## config.mk

```make
export PLATFORM = sky130hd
export DESIGN_NAME = doppler_sweep_ctrl_flat
export DESIGN_NICKNAME = d
export VERILOG_FILES = /design/src/rtl/doppler_sweep_ctrl_if.sv /design/src/rtl/doppler_sweep_ctrl.sv /design/src/flat_wrapper.sv
export SDC_FILE = /design/constraint.sdc
export NUM_CORES = 1
export LEC_CHECK = 0
export BUFFER_PORTS_ARGS = -buffer_cell sky130_fd_sc_hd__buf_2
export CORE_ASPECT_RATIO = 0.75
export CORE_MARGIN = 8
export CORE_UTILIZATION = 61
export DETAILED_ROUTE_END_ITERATION = 10
export GPL_TIMING_DRIVEN = 1
export HOLD_SLACK_MARGIN = 0.12
export PLACE_DENSITY = 0.87
export SLEW_MARGIN = 5
export SYNTH_ARGS = -nofsm -noshare
export SYNTH_HDL_FRONTEND = slang
export SYNTH_SLANG_ARGS = --single-unit
```

## constraint.sdc

```tcl
create_clock -name clk -period 5.5 [get_ports clk]
set_input_delay 1.1 -clock clk [delete_from_list [all_inputs] [get_ports clk]]
set_output_delay 1.1 -clock clk [all_outputs]
set_load 0.01 [all_outputs]
```

## src/rtl/doppler_sweep_ctrl_if.sv

```systemverilog
// doppler_sweep_ctrl_if
//   Frequency-shift interface between the Doppler sweep controller and the
//   shifter it steers.
//   code    : shifter phase-increment magnitude (|k| * bin_step)
//   code_up : shift sign, 1 for positive bins
//   valid   : sample-valid strobe coming back from the shifter
//   slave modport  : controller side (drives code/code_up, observes valid)
//   master modport : shifter side (observes code/code_up, drives valid)
interface doppler_sweep_ctrl_if #(
  parameter int CODE_WIDTH = 32
);
  logic [CODE_WIDTH-1:0] code;
  logic                  code_up;
  logic                  valid;

  modport slave  (output code, output code_up, input  valid);
  modport master (input  code, input  code_up, output valid);
endinterface

```

## src/rtl/doppler_sweep_ctrl.sv

```systemverilog
// doppler_sweep_ctrl
//   Steps a frequency shifter through Doppler bins k = -N..+N. Each bin is
//   held for a programmed number of valid samples (after a short settle
//   window in which valid is ignored), and its end is flagged with bin_end.
//
//   Ports:
//     clk, syn_reset  : clock, synchronous active-high reset
//     start_i         : begin a sweep when idle (latches the inputs below)
//     abort_i         : stop the sweep, return to idle without done
//     bin_step_i      : code increment between adjacent bins
//     n_bins_i        : bins per side (2*n_bins+1 bins in total)
//     dwell_i         : valid samples per bin (0 behaves as 1)
//     fs              : freq-shift interface (code, code_up out; valid in)
//     bin_idx_o       : signed current bin index
//     bin_active_o    : bin is in its counting window
//     bin_end_o       : one-cycle pulse after the last sample of a bin
//     busy_o          : sweep in progress
//     done_o          : one-cycle pulse when the sweep completes
//
//   Optional feature macro DOPPLER_SWEEP_OVF_EN adds ovf_o, a sticky flag
//   set when building the first bin's code carries out of CODE_WIDTH bits.
module doppler_sweep_ctrl #(
  parameter int CODE_WIDTH = 32,
  parameter int NBINS_W    = 8,
  parameter int DWELL_W    = 16,
  parameter int SETTLE_CYC = 2
) (
  input  logic                      clk,
  input  logic                      syn_reset,
  input  logic                      start_i,
  input  logic                      abort_i,
  input  logic [CODE_WIDTH-1:0]     bin_step_i,
  input  logic [NBINS_W-1:0]        n_bins_i,
  input  logic [DWELL_W-1:0]        dwell_i,
  doppler_sweep_ctrl_if.slave       fs,
  output logic signed [NBINS_W:0]   bin_idx_o,
  output logic                      bin_active_o,
  output logic                      bin_end_o,
  output logic                      busy_o,
  output logic                      done_o
`ifdef DOPPLER_SWEEP_OVF_EN
  ,
  output logic                      ovf_o
`endif
);

  localparam int SW = (SETTLE_CYC < 2) ? 1 : $clog2(SETTLE_CYC);

  typedef enum logic [2:0] {
    IDLE, PRELOAD, LOAD, SETTLE, DWELL, NEXT, DONE
  } state_t;

  // With no settle window a code change goes straight to counting.
  localparam state_t AFTER_CODE = (SETTLE_CYC == 0) ? DWELL : SETTLE;

  state_t                   state_q, state_d;
  logic [CODE_WIDTH-1:0]    step_q, step_d;
  logic [NBINS_W-1:0]       nbins_q, nbins_d;
  logic [DWELL_W-1:0]       dwell_q, dwell_d;
  logic [CODE_WIDTH-1:0]    acc_q, acc_d;
  logic [NBINS_W-1:0]       pre_cnt_q, pre_cnt_d;
  logic [SW-1:0]            settle_cnt_q, settle_cnt_d;
  logic [DWELL_W-1:0]       dwell_cnt_q, dwell_cnt_d;
  logic [CODE_WIDTH-1:0]    code_q, code_d;
  logic                     code_up_q, code_up_d;
  logic signed [NBINS_W:0]  bin_idx_q, bin_idx_d;
`ifdef DOPPLER_SWEEP_OVF_EN
  logic                     ovf_q, ovf_d;
  logic                     carry;
`endif

  always_ff @(posedge clk) begin
    if (syn_reset) begin
      state_q      <= IDLE;
      step_q       <= '0;
      nbins_q      <= '0;
      dwell_q      <= '0;
      acc_q        <= '0;
      pre_cnt_q    <= '0;
      settle_cnt_q <= '0;
      dwell_cnt_q  <= '0;
      code_q       <= '0;
      code_up_q    <= 1'b0;
      bin_idx_q    <= '0;
`ifdef DOPPLER_SWEEP_OVF_EN
      ovf_q        <= 1'b0;
`endif
    end else begin
      state_q      <= state_d;
      step_q       <= step_d;
      nbins_q      <= nbins_d;
      dwell_q      <= dwell_d;
      acc_q        <= acc_d;
      pre_cnt_q    <= pre_cnt_d;
      settle_cnt_q <= settle_cnt_d;
      dwell_cnt_q  <= dwell_cnt_d;
      code_q       <= code_d;
      code_up_q    <= code_up_d;
      bin_idx_q    <= bin_idx_d;
`ifdef DOPPLER_SWEEP_OVF_EN
      ovf_q        <= ovf_d;
`endif
    end
  end

  always_comb begin
    state_d      = state_q;
    step_d       = step_q;
    nbins_d      = nbins_q;
    dwell_d      = dwell_q;
    acc_d        = acc_q;
    pre_cnt_d    = pre_cnt_q;
    settle_cnt_d = settle_cnt_q;
    dwell_cnt_d  = dwell_cnt_q;
    code_d       = code_q;
    code_up_d    = code_up_q;
    bin_idx_d    = bin_idx_q;
`ifdef DOPPLER_SWEEP_OVF_EN
    ovf_d        = ovf_q;
    carry        = 1'b0;
`endif

    case (state_q)
      IDLE: begin
        if (start_i && !abort_i) begin
          step_d    = bin_step_i;
          nbins_d   = n_bins_i;
          // A zero dwell is stored as 1 so the compare below needs no special case.
          dwell_d   = (dwell_i == '0) ? DWELL_W'(1) : dwell_i;
          acc_d     = '0;
          pre_cnt_d = '0;
`ifdef DOPPLER_SWEEP_OVF_EN
          ovf_d     = 1'b0;
`endif
          state_d   = (n_bins_i == '0) ? LOAD : PRELOAD;
        end
      end

      // Build |−N| * step by repeated addition, one add per cycle.
      PRELOAD: begin
`ifdef DOPPLER_SWEEP_OVF_EN
        {carry, acc_d} = {1'b0, acc_q} + {1'b0, step_q};
        if (carry) ovf_d = 1'b1;
`else
        acc_d = acc_q + step_q;
`endif
        pre_cnt_d = pre_cnt_q + NBINS_W'(1);
        if (pre_cnt_q == nbins_q - NBINS_W'(1)) state_d = LOAD;
      end

      LOAD: begin
        code_d       = acc_q;
        code_up_d    = 1'b0;
        bin_idx_d    = -$signed({1'b0, nbins_q});
        settle_cnt_d = '0;
        dwell_cnt_d  = '0;
        state_d      = AFTER_CODE;
      end

      SETTLE: begin
        settle_cnt_d = settle_cnt_q + SW'(1);
        if (settle_cnt_q == SW'(SETTLE_CYC - 1)) state_d = DWELL;
      end

      DWELL: begin
        if (fs.valid) begin
          if (dwell_cnt_q + DWELL_W'(1) == dwell_q) begin
            dwell_cnt_d = '0;
            state_d     = NEXT;
          end else begin
            dwell_cnt_d = dwell_cnt_q + DWELL_W'(1);
          end
        end
      end

      // Moving toward k=0 the magnitude shrinks, past it the magnitude grows.
      NEXT: begin
        if (bin_idx_q == $signed({1'b0, nbins_q})) begin
          state_d = DONE;
        end else begin
          bin_idx_d    = bin_idx_q + $signed((NBINS_W + 1)'(1));
          code_d       = bin_idx_q[NBINS_W] ? code_q - step_q : code_q + step_q;
          code_up_d    = !bin_idx_q[NBINS_W];
          settle_cnt_d = '0;
          dwell_cnt_d  = '0;
          state_d      = AFTER_CODE;
        end
      end

      DONE:    state_d = IDLE;
      default: state_d = IDLE;
    endcase

    // Abort freezes the code outputs where they are.
    if (abort_i) begin
      state_d   = IDLE;
      code_d    = code_q;
      code_up_d = code_up_q;
      bin_idx_d = bin_idx_q;
    end
  end

  assign fs.code      = code_q;
  assign fs.code_up   = code_up_q;
  assign bin_idx_o    = bin_idx_q;
  assign bin_active_o = (state_q == DWELL);
  assign bin_end_o    = (state_q == NEXT);
  assign done_o       = (state_q == DONE);
  assign busy_o       = (state_q != IDLE) && (state_q != DONE);
`ifdef DOPPLER_SWEEP_OVF_EN
  assign ovf_o        = ovf_q;
`endif

endmodule

```

## src/flat_wrapper.sv

```systemverilog
// flat-port wrapper written by rule: the top's interface ports become plain ports
module doppler_sweep_ctrl_flat 
#(
  parameter int CODE_WIDTH = 32,
  parameter int NBINS_W    = 8,
  parameter int DWELL_W    = 16,
  parameter int SETTLE_CYC = 2
)
  (clk, syn_reset, start_i, abort_i, bin_step_i, n_bins_i, dwell_i, bin_idx_o, bin_active_o, bin_end_o, busy_o, done_o, fs_code, fs_code_up, fs_valid);
  doppler_sweep_ctrl_if #(.CODE_WIDTH(CODE_WIDTH)) fs_i ();
  input  logic clk;
  input  logic syn_reset;
  input  logic start_i;
  input  logic abort_i;
  input  logic [CODE_WIDTH-1:0] bin_step_i;
  input  logic [NBINS_W-1:0] n_bins_i;
  input  logic [DWELL_W-1:0] dwell_i;
  output logic signed [NBINS_W:0] bin_idx_o;
  output logic bin_active_o;
  output logic bin_end_o;
  output logic busy_o;
  output logic done_o;
  output wire logic [$bits(fs_i.code)-1:0] fs_code;
  output wire logic [$bits(fs_i.code_up)-1:0] fs_code_up;
  input wire logic [$bits(fs_i.valid)-1:0] fs_valid;
  assign fs_code = fs_i.code;
  assign fs_code_up = fs_i.code_up;
  assign fs_i.valid = fs_valid;
  doppler_sweep_ctrl #(.CODE_WIDTH(CODE_WIDTH), .NBINS_W(NBINS_W), .DWELL_W(DWELL_W), .SETTLE_CYC(SETTLE_CYC)) u_core (.clk(clk), .syn_reset(syn_reset), .start_i(start_i), .abort_i(abort_i), .bin_step_i(bin_step_i), .n_bins_i(n_bins_i), .dwell_i(dwell_i), .fs(fs_i), .bin_idx_o(bin_idx_o), .bin_active_o(bin_active_o), .bin_end_o(bin_end_o), .busy_o(busy_o), .done_o(done_o));
endmodule
```

Word-level counts from Yosys, hierarchy flattened
Cells that the tools add are included.

storage, ports and cells
  register bits = 158
  bits of input ports = 61
  output and inout port bits = 46
  word-level logic and storage cells = 82

operators by class
  $add $sub $neg = 9
  equality and inequality tests = 16
  muxes and demuxes = 26
  bitwise logic cells = 1
  reductions and logical operators = 19

operator list
  cell                     number
  $pmux W32 S2             2
  $mux W32                 3
  $add A32 B32 Y32         2
  $mux W16                 4
  $pmux W16 S3             1
  $sub A32 B32 Y32         1
  $mux W3                  6
  $pmux W3 S6              1
  $pmux W9 S2              1
  $add A16 B1 Y16 const B  1
  $eq A16 B16 Y1           1
  $logic_not A16 Y1        1
  $pmux W8 S2              1
  $ne A2 B1 Y1 const B     5
  $add A9 B2 Y9 const B    1
  $eq A3 B3 Y1 const B     3
  $eq A9 B9 Y1             1
  $mux W9                  1
  $neg A8 Y9               1
  $reduce_bool A3 Y1       3
  $add A8 B1 Y8 const B    1
  $eq A8 B8 Y1             1
  $logic_not A8 Y1         1
  $mux W8                  1
  other kinds (19)         27

Logic depth before layout (Yosys ltp)
Gate-level depths: netlist of run 1.

  word-level depth = 5
  depth in mapped cells = 17
  gate-level depth less buffers = 17

Worst setup path before layout of run 1
OpenSTA, ideal clock, no wires.

  kind = flip-flop to flip-flop
  start point = register u_core.step_q[2]
  end point = register u_core.code_q[31], in the netlist u_core.fs.code[31]
  setup time = 115 ps
  data arrival time = 3989 ps
  required time = 5385 ps
  slack = 1396 ps
  stages on the path, launching flop included = 17
  buffers on the path = 0
  period minus slack after synthesis = 4104 ps
  cell sequence = dfxtp_1 -> or4_4 -> nor3b_1 -> and3_1 -> nor2_1 -> xnor2_1 -> ha_1 -> and3_1 -> nand2_1 -> nor2_1 -> nor2_1 -> a211oi_2 -> o211ai_1 -> a21oi_1 -> a221oi_2 -> or4_2 -> a31o_1

between the ends
  word-level cells in the longest chain between the ends = 4
  elaborated cells on any way between the ends = 5
  classes of those cells = 2 x add/sub; 3 x mux

RTL lines
  item                                                  RTL line                   source
  start: declaration                                    doppler_sweep_ctrl.sv:57   logic [CODE_WIDTH-1:0] step_q, step_d;
  start signal: assignment                              doppler_sweep_ctrl.sv:90   step_q <= step_d;
  $add A32 B32 Y32 or $sub A32 B32 Y32 (tied branches)  doppler_sweep_ctrl.sv:182  code_d = bin_idx_q[NBINS_W] ? code_q - step_q : code_q + step_q;
  $mux W32 (*)                                          doppler_sweep_ctrl.sv:182
  $mux W32 (*)                                          doppler_sweep_ctrl.sv:178  if (bin_idx_q == $signed({1'b0, nbins_q})) begin
  $pmux W32 S2 (*)                                      doppler_sweep_ctrl.sv:123  case (state_q)
  end signal: assignment                                doppler_sweep_ctrl.sv:97   code_q <= code_d;
  end: declaration                                      doppler_sweep_ctrl.sv:64   logic [CODE_WIDTH-1:0] code_q, code_d;

Every way passes the cells marked *; elsewhere a longest branch is shown, timed or not. The select of a mux whose other input is x is not followed.
A chain may end at the register's enable or synchronous reset.

Worst setup path after layout of run 1
Same ends and word-level chain as after synthesis.

==> qor_table.md, run 1 <==
| Step | Parameter | Reported |
| --- | --- | --- |
| clock tree | Setup fix buffers added after clock tree synthesis | 0 |
| placed design | Worst slack at placement | 0.9950 ns |
| timing | Fin Setup TNS | 0 ns |
| outcome | Status | finished clean |
| synthesis | Syn_area_per_cell | 7.519 µm² |
| timing | Number of hold violations in the final report | 0 |
| clock tree | Master cell of the clock root buffer | sky130_fd_sc_hd__clkbuf_16 |
| placed design | Final weighted congestion of routability-driven global placement | 0.9941 |
| timing | Relative slew slack | 20.96% |
| synthesis | Synthesized instance count | 1494 |
| routing | Antenna-violating nets left | 0 |
| global route | Global-route wire length before repair | 53.90 mm |
| synthesis | Number of flip-flops and latches in the synthesized netlist | 158 |
| routing | Length of the first detailed-routing pass in iterations | 6 |
| final layout | Share of post-route cells with drive strength above 1 | 11.60% |
| placed design | I/O Buffers | 106 |
| timing | Maximum clock skew at final layout | 0.009145 ns |
| clock tree | TritonCTS clock tree | built |
| synthesis | Yosys warns | 0 |
| critical path | Worst Path Class, Setup | reg2reg |
| floorplan | Number of placed I/O pins | 107 |
| power and ir drop | PD cells | 262.7 nW/µm² |
| clock tree | Clock network latency to the later pin of the worst-skew pair | 0.43 ns |
| floorplan | DIE HEIGHT | 133.5 µm |
| final layout | Fill cell total of the finished layout | 1560 |
| routing | Post-detailed-route wirelength per cell | 18.50 µm |
| power and ir drop | Peak ir drop on the vdd network | 0.1272 mV |
| global route | Gr ovfl total | 0 |
| timing | Fmax | 216.1 MHz |
| critical path | Startpoint class of the critical path | flop |
| critical path | Capturing element type of the critical path | flop |
| synthesis | Prevailing post-synth register cell | sky130_fd_sc_hd__dfxtp_1 |
| routing | Initial DRC count | 1315 |
| global route | Number of global-route vias before repair | 10600 |
| clock tree | Number of gates resized after CTS | 0 |
| run | Max capacitance violation total | 0 |
| placed design | HPWL Detailed | 23.69 mm |
| final layout | Number of antenna diodes | 0 |
| routing | Total number of vias | 11472 |
| global route | Largest net degree at the start of global routing | 94 |
| timing | Final Setup Violations | 0 |
| final layout | Most frequent cells in the layout | 217 x sky130_fd_sc_hd__nand2_1, 194 x sky130_fd_sc_hd__a21oi_1, 158 x sky130_fd_sc_hd__dfxtp_1 |
| synthesis | Post-synth design cell area | 11230 µm² |
| routing | Total Routed Length | 33.43 mm |
| synthesis | Total nets after synthesis | 1624 |
| clock tree | Maximum level of the CTS H-tree | 4 |
| final layout | Multi-input gate area | 7570 µm² |
| clock tree | Clock transition at the registers of the reported paths | 0.06 ns |
| floorplan | Effective utilization at floorplan | 61.41% |
| synthesis | Share of flip-flops with an asynchronous set or reset | 0% |
| timing | Clock period minus final worst setup slack | 4.628 ns |
| timing | Slack of the critical path | 0.8721 ns |
| timing | RSZ-0062 raised after global routing | no |
| synthesis | EDFF count, synth | 0 |
| floorplan | Die outline area | 23060 µm² |
| critical path | Biggest fanout along the worst timing path | 7 |
| final layout | Commonest non-fill, non-tap cell in the layout | sky130_fd_sc_hd__nand2_1 |
| power and ir drop | Leak | 5.055 nW |
| final layout | Synth-to-layout area growth | 10.51% |
| clock tree | Clock sink total | 158 |
| floorplan | Die Span X | 172.7 µm |
| global route | Antenna violations before repair | 0 |
| clock tree | Maximum buffer depth of the clock tree | 2 |
| critical path | Required @ worst endpoint | 5.83 ns |
| timing | Fin crit share | 84.14% |
| clock tree | Number of hold buffers added after cts | 0 |
| routing | Detailed-route DRC error count | 0 |
| placed design | Cell Area, Placed | 11810 µm² |
| synthesis | Seq/Total Area, Yosys | 28.16% |
| synthesis | Number of distinct library cells after synthesis | 88 |
| timing | Tightest Pin Transition | 1.183 ns |
| final layout | Final std cell area, no fill | 12410 µm² |
| global route | GR Util All Layers | 27.92% |
| clock tree | Number of CTS-inserted buffers | 17 |
| critical path | Arrival @ worst endpoint | 4.96 ns |
| floorplan | Placement row count | 43 |
| routing | Ratio of routed vias to standard cells | 6.349 |
| timing | Final count of pins violating max slew | 0 |
| final layout | Footprint of the flip-flops and latches | 3163 µm² |
| final layout | Final net count | 1678 |
| worst hold path | Worst min-delay path class | reg2reg |
| floorplan | Placeable core area | 18290 µm² |
-- critical path, cell delays in order (launching register included) --
cell	delay [ns]
sky130_fd_sc_hd__dfxtp_1	0.37
sky130_fd_sc_hd__or4_4	0.58
sky130_fd_sc_hd__nor3b_1	0.21
sky130_fd_sc_hd__buf_4	0.18
sky130_fd_sc_hd__and3_1	0.30
sky130_fd_sc_hd__nor2_1	0.09
sky130_fd_sc_hd__xnor2_1	0.13
sky130_fd_sc_hd__ha_1	0.40
sky130_fd_sc_hd__nand2_1	0.10
sky130_fd_sc_hd__o21ai_1	0.23
sky130_fd_sc_hd__nor2b_1	0.09
sky130_fd_sc_hd__a211oi_2	0.31
sky130_fd_sc_hd__o211ai_1	0.24
sky130_fd_sc_hd__a21oi_1	0.29
sky130_fd_sc_hd__a221oi_2	0.12
sky130_fd_sc_hd__or4_2	0.66
sky130_fd_sc_hd__a31o_1	0.23
-- final cells by class --
| cell class | count | area share [%] |
|---|---|---|
| well taps | 247 | 2.489 |
| repair buffers | 120 | 5.140 |
| inverters | 35 | 1.058 |
| multi-input cells | 1216 | 60.98 |
| clock buffers | 18 | 3.538 |
| clock inverters | 13 | 1.320 |
| flip-flops and latches | 158 | 25.48 |
-- power breakdown --
part | total [mW] | internal (mW) | switching [mW]
Clock | 1.23 | 0.726 | 0.507
Combinational | 0.792 | 0.322 | 0.470
Sequential | 1.24 | 1.18 | 0.0571
-- metal layers --
layer	global-route usage (%)	share of wire, %	vias up
met5	0	0	-
met4	8.409	2.0	0
met3	6.418	9.8	66
met2	42.74	44	580
met1	38.50	45	5331
li1	-	-	5495
-- logic make-up (layout without fill, tap and decap cells) --
logic type,Yosys count,in the layout,share of synthesized area (%)
compound gates,444,444,24.39
xor+xnor,122,122,9.679
fa+ha+maj,69,69,7.819
buf+inv,120,186,4.634
flops,158,158,28.16
mux,8,8,0.7351
simple gates,573,573,24.58
-- synthesized netlist by cell type (13+ instances only) --
library cell | count | area, µm²
sky130_fd_sc_hd__nand2_1 | 217 | 814.5
sky130_fd_sc_hd__a21oi_1 | 194 | 970.9
sky130_fd_sc_hd__dfxtp_1 | 158 | 3163
sky130_fd_sc_hd__nor2_1 | 110 | 412.9
sky130_fd_sc_hd__xnor2_1 | 98 | 858.3
sky130_fd_sc_hd__ha_1 | 67 | 838.3
sky130_fd_sc_hd__clkbuf_1 | 66 | 247.7
sky130_fd_sc_hd__nand3_1 | 64 | 320.3
sky130_fd_sc_hd__o21ai_0 | 53 | 265.3
sky130_fd_sc_hd__nor3_1 | 43 | 215.2
sky130_fd_sc_hd__a21o_1 | 42 | 315.3
sky130_fd_sc_hd__inv_1 | 34 | 127.6
sky130_fd_sc_hd__a211oi_1 | 25 | 187.7
sky130_fd_sc_hd__a31oi_1 | 23 | 143.9
sky130_fd_sc_hd__xor2_1 | 23 | 201.4
sky130_fd_sc_hd__nor4_1 | 21 | 131.4
sky130_fd_sc_hd__or3_1 | 18 | 112.6
sky130_fd_sc_hd__nand4_1 | 16 | 100.1
sky130_fd_sc_hd__o21ai_1 | 15 | 75.07
sky130_fd_sc_hd__and3_1 | 14 | 87.58
sky130_fd_sc_hd__nand2b_1 | 14 | 87.58
sky130_fd_sc_hd__o211ai_1 | 13 | 97.59
-- final timing paths --
check | startpoint | end | cells after the start | slack [ns]
worst max register to register | u_core.step_q[2] | u_core.fs.code[31] | 16 | 0.87
worst min-delay path | u_core.dwell_q[9] | u_core.dwell_q[9] | 2 | 0.47
worst min register to register | u_core.dwell_q[9] | u_core.dwell_q[9] | 2 | 0.47
worst max-delay path | u_core.step_q[2] | u_core.fs.code[31] | 16 | 0.87
-- flip-flops by register name, indices dropped and copies added (netlist names) --
name / count
u_core.acc_q: 32
u_core.fs.code: 32
u_core.step_q: 32
u_core.dwell_cnt_q: 16
u_core.dwell_q: 16
u_core.bin_idx_o: 9
u_core.nbins_q: 8
u_core.pre_cnt_q: 8
u_core.state_q: 3
u_core.fs.code_up: 1
u_core.settle_cnt_q: 1
-- per-stage QoR --
step / cells / power [mW] / hold slack, ns / util (%)
2_1_floorplan: 1494 / 1.842 / 0.4458 / -
3_3_place_gp: 1776 / 2.014 / 0.4591 / 64.57
3_5_place_dp: 1776 / 2.031 / 0.4606 / 64.57
4_1_cts: 1807 / 3.247 / 0.4689 / 67.87
5_1_grt: 1807 / 3.386 / 0.4956 / 67.87
6_report: 1807 / 3.261 / 0.4700 / 67.87
(Power assumes the default switching activity.)
==> run 2, diff against run 1 <==
- clock period: 5.5 -> 4.71 ns (I/O delays scaled with it)
==> run 2 against run 1 <==
Compared with the run above: non-clock buffer count increased by 3; via count increased by 0.33%; critical path type unchanged; worst hold slack improved by 0.00064 ns; clock power increased by 21%.
==> qor_table.md, run 2 (same netlist as run 1, synthesis figures left out) <==
| Step | Parameter | Reported | vs previous |
| --- | --- | --- | --- |
| outcome | Status | finished clean | unchanged |
| critical path | Capturing point of the worst reg2reg path | u_core.fs.code[31] | unchanged |
| routing | Total number of vias | 11510 | was 11472 |
| clock tree | TritonCTS clock tree | built | unchanged |
| final layout | Final std cell area, no fill | 12460 µm² | was 12410 µm² |
| placed design | Cell Area, Placed | 11830 µm² | was 11810 µm² |
| routing | Initial DRC count | 1226 | was 1315 |
| critical path | Crit path largest cell delay | 0.65 ns | was 0.66 ns |
| floorplan | Die Span X | 172.7 µm | unchanged |
| timing | Final Setup Violations | 0 | unchanged |
| timing | Fmax | 223.8 MHz | was 216.1 MHz |
| routing | Detailed-route DRC error count | 0 | unchanged |
| critical path | Startpoint of the lowest-slack register-to-register path | u_core.step_q[2] | unchanged |
| critical path | Worst reg2reg setup slack | 0.24 ns | was 0.87 ns |
| timing | Slack of the critical path | 0.2420 ns | was 0.8721 ns |
| run | Max capacitance violation total | 0 | unchanged |
| critical path | Capturing element type of the critical path | flop | unchanged |
| clock tree | Clock transition at the registers of the reported paths | 0.07 ns | was 0.06 ns |
| routing | Antenna-violating nets left | 0 | unchanged |
| final layout | Synth-to-layout area growth | 10.92% | was 10.51% |
| critical path | Slowest stage cell on the critical path | sky130_fd_sc_hd__or4_2 | unchanged |
| clock tree | Maximum buffer depth of the clock tree | 2 | unchanged |
| timing | RSZ-0062 raised after global routing | no | unchanged |
| global route | Largest net degree at the start of global routing | 92 | was 94 |
| placed design | HPWL Detailed | 23.55 mm | was 23.69 mm |
| floorplan | Placement row count | 43 | unchanged |
| critical path | Required @ worst endpoint | 5.04 ns | was 5.83 ns |
| global route | GR Util All Layers | 27.95% | was 27.92% |
| floorplan | Placeable core area | 18290 µm² | unchanged |
| final layout | Footprint of the flip-flops and latches | 3163 µm² | unchanged |
| critical path | Number of cell instances on the worst register-to-register path | 17 | was 16 |
| timing | Final count of pins violating max slew | 0 | unchanged |
| placed design | I/O Buffers | 106 | unchanged |
| global route | Global-route wire length before repair | 53.94 mm | was 53.90 mm |
| worst hold path | Worst min-delay path startpoint | u_core.dwell_q[11] | was u_core.dwell_q[9] |
| critical path | Arrival @ worst endpoint | 4.80 ns | was 4.96 ns |
| timing | Relative slew slack | 24.16% | was 20.96% |
| floorplan | Number of placed I/O pins | 107 | unchanged |
| routing | Length of the first detailed-routing pass in iterations | 7 | was 6 |
| power and ir drop | Peak ir drop on the vdd network | 0.1918 mV | was 0.1272 mV |
| critical path | Cell occurring most often along the worst timing path | sky130_fd_sc_hd__nor2_1 |  |
| clock tree | Maximum level of the CTS H-tree | 4 | unchanged |
| global route | Most heavily used metal layer in global routing | met2 | unchanged |
| power and ir drop | Leak | 5.072 nW | was 5.055 nW |
| worst hold path | Hold Path Cell Cnt | 2 | unchanged |
| global route | GR Util met1 | 37.60% | was 38.50% |
| critical path | Startpoint class of the critical path | flop | unchanged |
| global route | Number of global-route vias before repair | 10632 | was 10600 |
| floorplan | DIE HEIGHT | 133.5 µm | unchanged |
| placed design | Worst slack at placement | 0.2699 ns | was 0.9950 ns |
| final layout | Number of antenna diodes | 0 | unchanged |
| timing | Fin Setup TNS | 0 ns | unchanged |
| timing | Number of hold violations in the final report | 0 | unchanged |
| timing | Maximum clock skew at final layout | 0.006620 ns | was 0.009145 ns |
| clock tree | Number of CTS-inserted buffers | 17 | unchanged |
| power and ir drop | PD cells | 309.9 nW/µm² | was 262.7 nW/µm² |
| global route | GRT met2 Usage | 42.89% | was 42.74% |
| placed design | Final weighted congestion of routability-driven global placement | 0.9710 | was 0.9941 |
| critical path | Cells along the critical path | or4_4, nor3b_1, buf_4, and3_2, nor2_1, xnor2_1, ha_1, and3_1, nand2_1, nor2_1, nor2_1, a211oi_2, o211ai_1, a21oi_2, a221oi_2, or4_2, a31o_1 | was or4_4, nor3b_1, buf_4, and3_1, nor2_1, xnor2_1, ha_1, nand2_1, o21ai_1, nor2b_1, a211oi_2, o211ai_1, a21oi_1, a221oi_2, or4_2, a31o_1 |
| timing | Fin crit share | 94.86% | was 84.14% |
| routing | Total Routed Length | 33.38 mm | was 33.43 mm |
| final layout | Multi-input gate area | 7575 µm² | was 7570 µm² |
| routing | Ratio of routed vias to standard cells | 6.356 | was 6.349 |
| clock tree | Clock sink total | 158 | unchanged |
| global route | Met3 track demand over resource in global routing | 6.870% | was 6.418% |
| final layout | Final net count | 1681 | was 1678 |
| final layout | Share of post-route cells with drive strength above 1 | 11.83% | was 11.60% |
| final layout | Commonest non-fill, non-tap cell in the layout | sky130_fd_sc_hd__nand2_1 | unchanged |
| final layout | Most frequent cells in the layout | 217 x sky130_fd_sc_hd__nand2_1, 193 x sky130_fd_sc_hd__a21oi_1, 158 x sky130_fd_sc_hd__dfxtp_1 | was 217 x sky130_fd_sc_hd__nand2_1, 194 x sky130_fd_sc_hd__a21oi_1, 158 x sky130_fd_sc_hd__dfxtp_1 |
| clock tree | Number of hold buffers added after cts | 0 | unchanged |
| timing | Clock period minus final worst setup slack | 4.468 ns | was 4.628 ns |
| power and ir drop | Pwr Total | 3.861 mW | was 3.261 mW |
| clock tree | Master cell of the clock root buffer | sky130_fd_sc_hd__clkbuf_16 | unchanged |
| global route | Gr ovfl total | 0 | unchanged |
| final layout | Final Util | 68.11% | was 67.87% |
| clock tree | Clock network latency to the later pin of the worst-skew pair | 0.43 ns | about the same |
| floorplan | Die outline area | 23060 µm² | unchanged |
| worst hold path | Worst min-delay path class | reg2reg | unchanged |
| global route | Antenna violations before repair | 0 | unchanged |
| worst hold path | WHS Endpoint | u_core.dwell_q[11] | was u_core.dwell_q[9] |
| routing | Post-detailed-route wirelength per cell | 18.43 µm | was 18.50 µm |
| critical path | Biggest fanout along the worst timing path | 7 | unchanged |
| critical path | Worst Path Class, Setup | reg2reg | unchanged |
| final layout | Fill cell total of the finished layout | 1540 | was 1560 |
| timing | Tightest Pin Transition | 1.138 ns | was 1.183 ns |
| floorplan | Effective utilization at floorplan | 61.41% | unchanged |
## run 2: cell count changes in the layout (fill, tap and decap cells not counted), sizes merged
cell / change
clkbuf: +1
bufinv: +1
clkinvlp: +1
clkinv: -2
buf: +3
## run 2: stage by stage
step                hold WS [ns]  cells
detailed placement        0.4613   1779
finish                    0.4706   1811
CTS                       0.4701   1811
floorplan                 0.4458   1494
global placement          0.4580   1779
global route              0.4842   1811
## run 2: power by group
group / switching [mW] / internal, mW
registers: 0.0669 / 1.38
logic: 0.549 / 0.378
clock network: 0.599 / 0.890
total: 1.22 / 2.65
## run 2: area by class of cell
type	count	share of cell area, %
Multi-Input combinational cell	1216	60.80
Sequential cell	158	25.39
Timing Repair Buffer	123	5.302
Clock buffer	19	3.475
Tap cell	247	2.480
Clock inverter	13	1.506
Inverter	35	1.054
## run 2: worst max path at each step
stage | slack [ns] | to | cells past startpoint | startpoint
6_report | 0.24 | u_core.fs.code[31] | 17 | u_core.step_q[2]
5_1_grt | 0.05 | u_core.fs.code[31] | 17 | u_core.step_q[2]
2_1_floorplan | 0.61 | u_core.fs.code[31] | 16 | u_core.step_q[2]
4_1_cts | 0.22 | u_core.fs.code[31] | 17 | u_core.step_q[2]
3_5_place_dp | 0.27 | u_core.fs.code[31] | 17 | u_core.step_q[2]
3_3_place_gp | 0.36 | u_core.fs.code[31] | 17 | u_core.step_q[2]
## run 2: per-layer routing
| metal | vias up | part of all wire [%] |
|---|---|---|
| li1 | 5497 | - |
| met1 | 5377 | 45 |
| met2 | 559 | 43 |
| met3 | 77 | 9.5 |
| met4 | 0 | 2.6 |
| met5 | - | 0 |
## run 2: timing repair
item                       4_1_cts  5_1_grt
buffers inserted                 0        0
setup endpoints to repair        0        1
resized for setup                0        2
## run 2: worst max-delay path: cells and delay by family (launching register included)
| kind | cells | cell delay [ns] |
|---|---|---|
| simple gates | 9 | 2.24 |
| compound gates | 5 | 1.04 |
| fa+ha+maj | 1 | 0.39 |
| flops | 1 | 0.38 |
| buf+inv | 1 | 0.17 |
| xor+xnor | 1 | 0.12 |
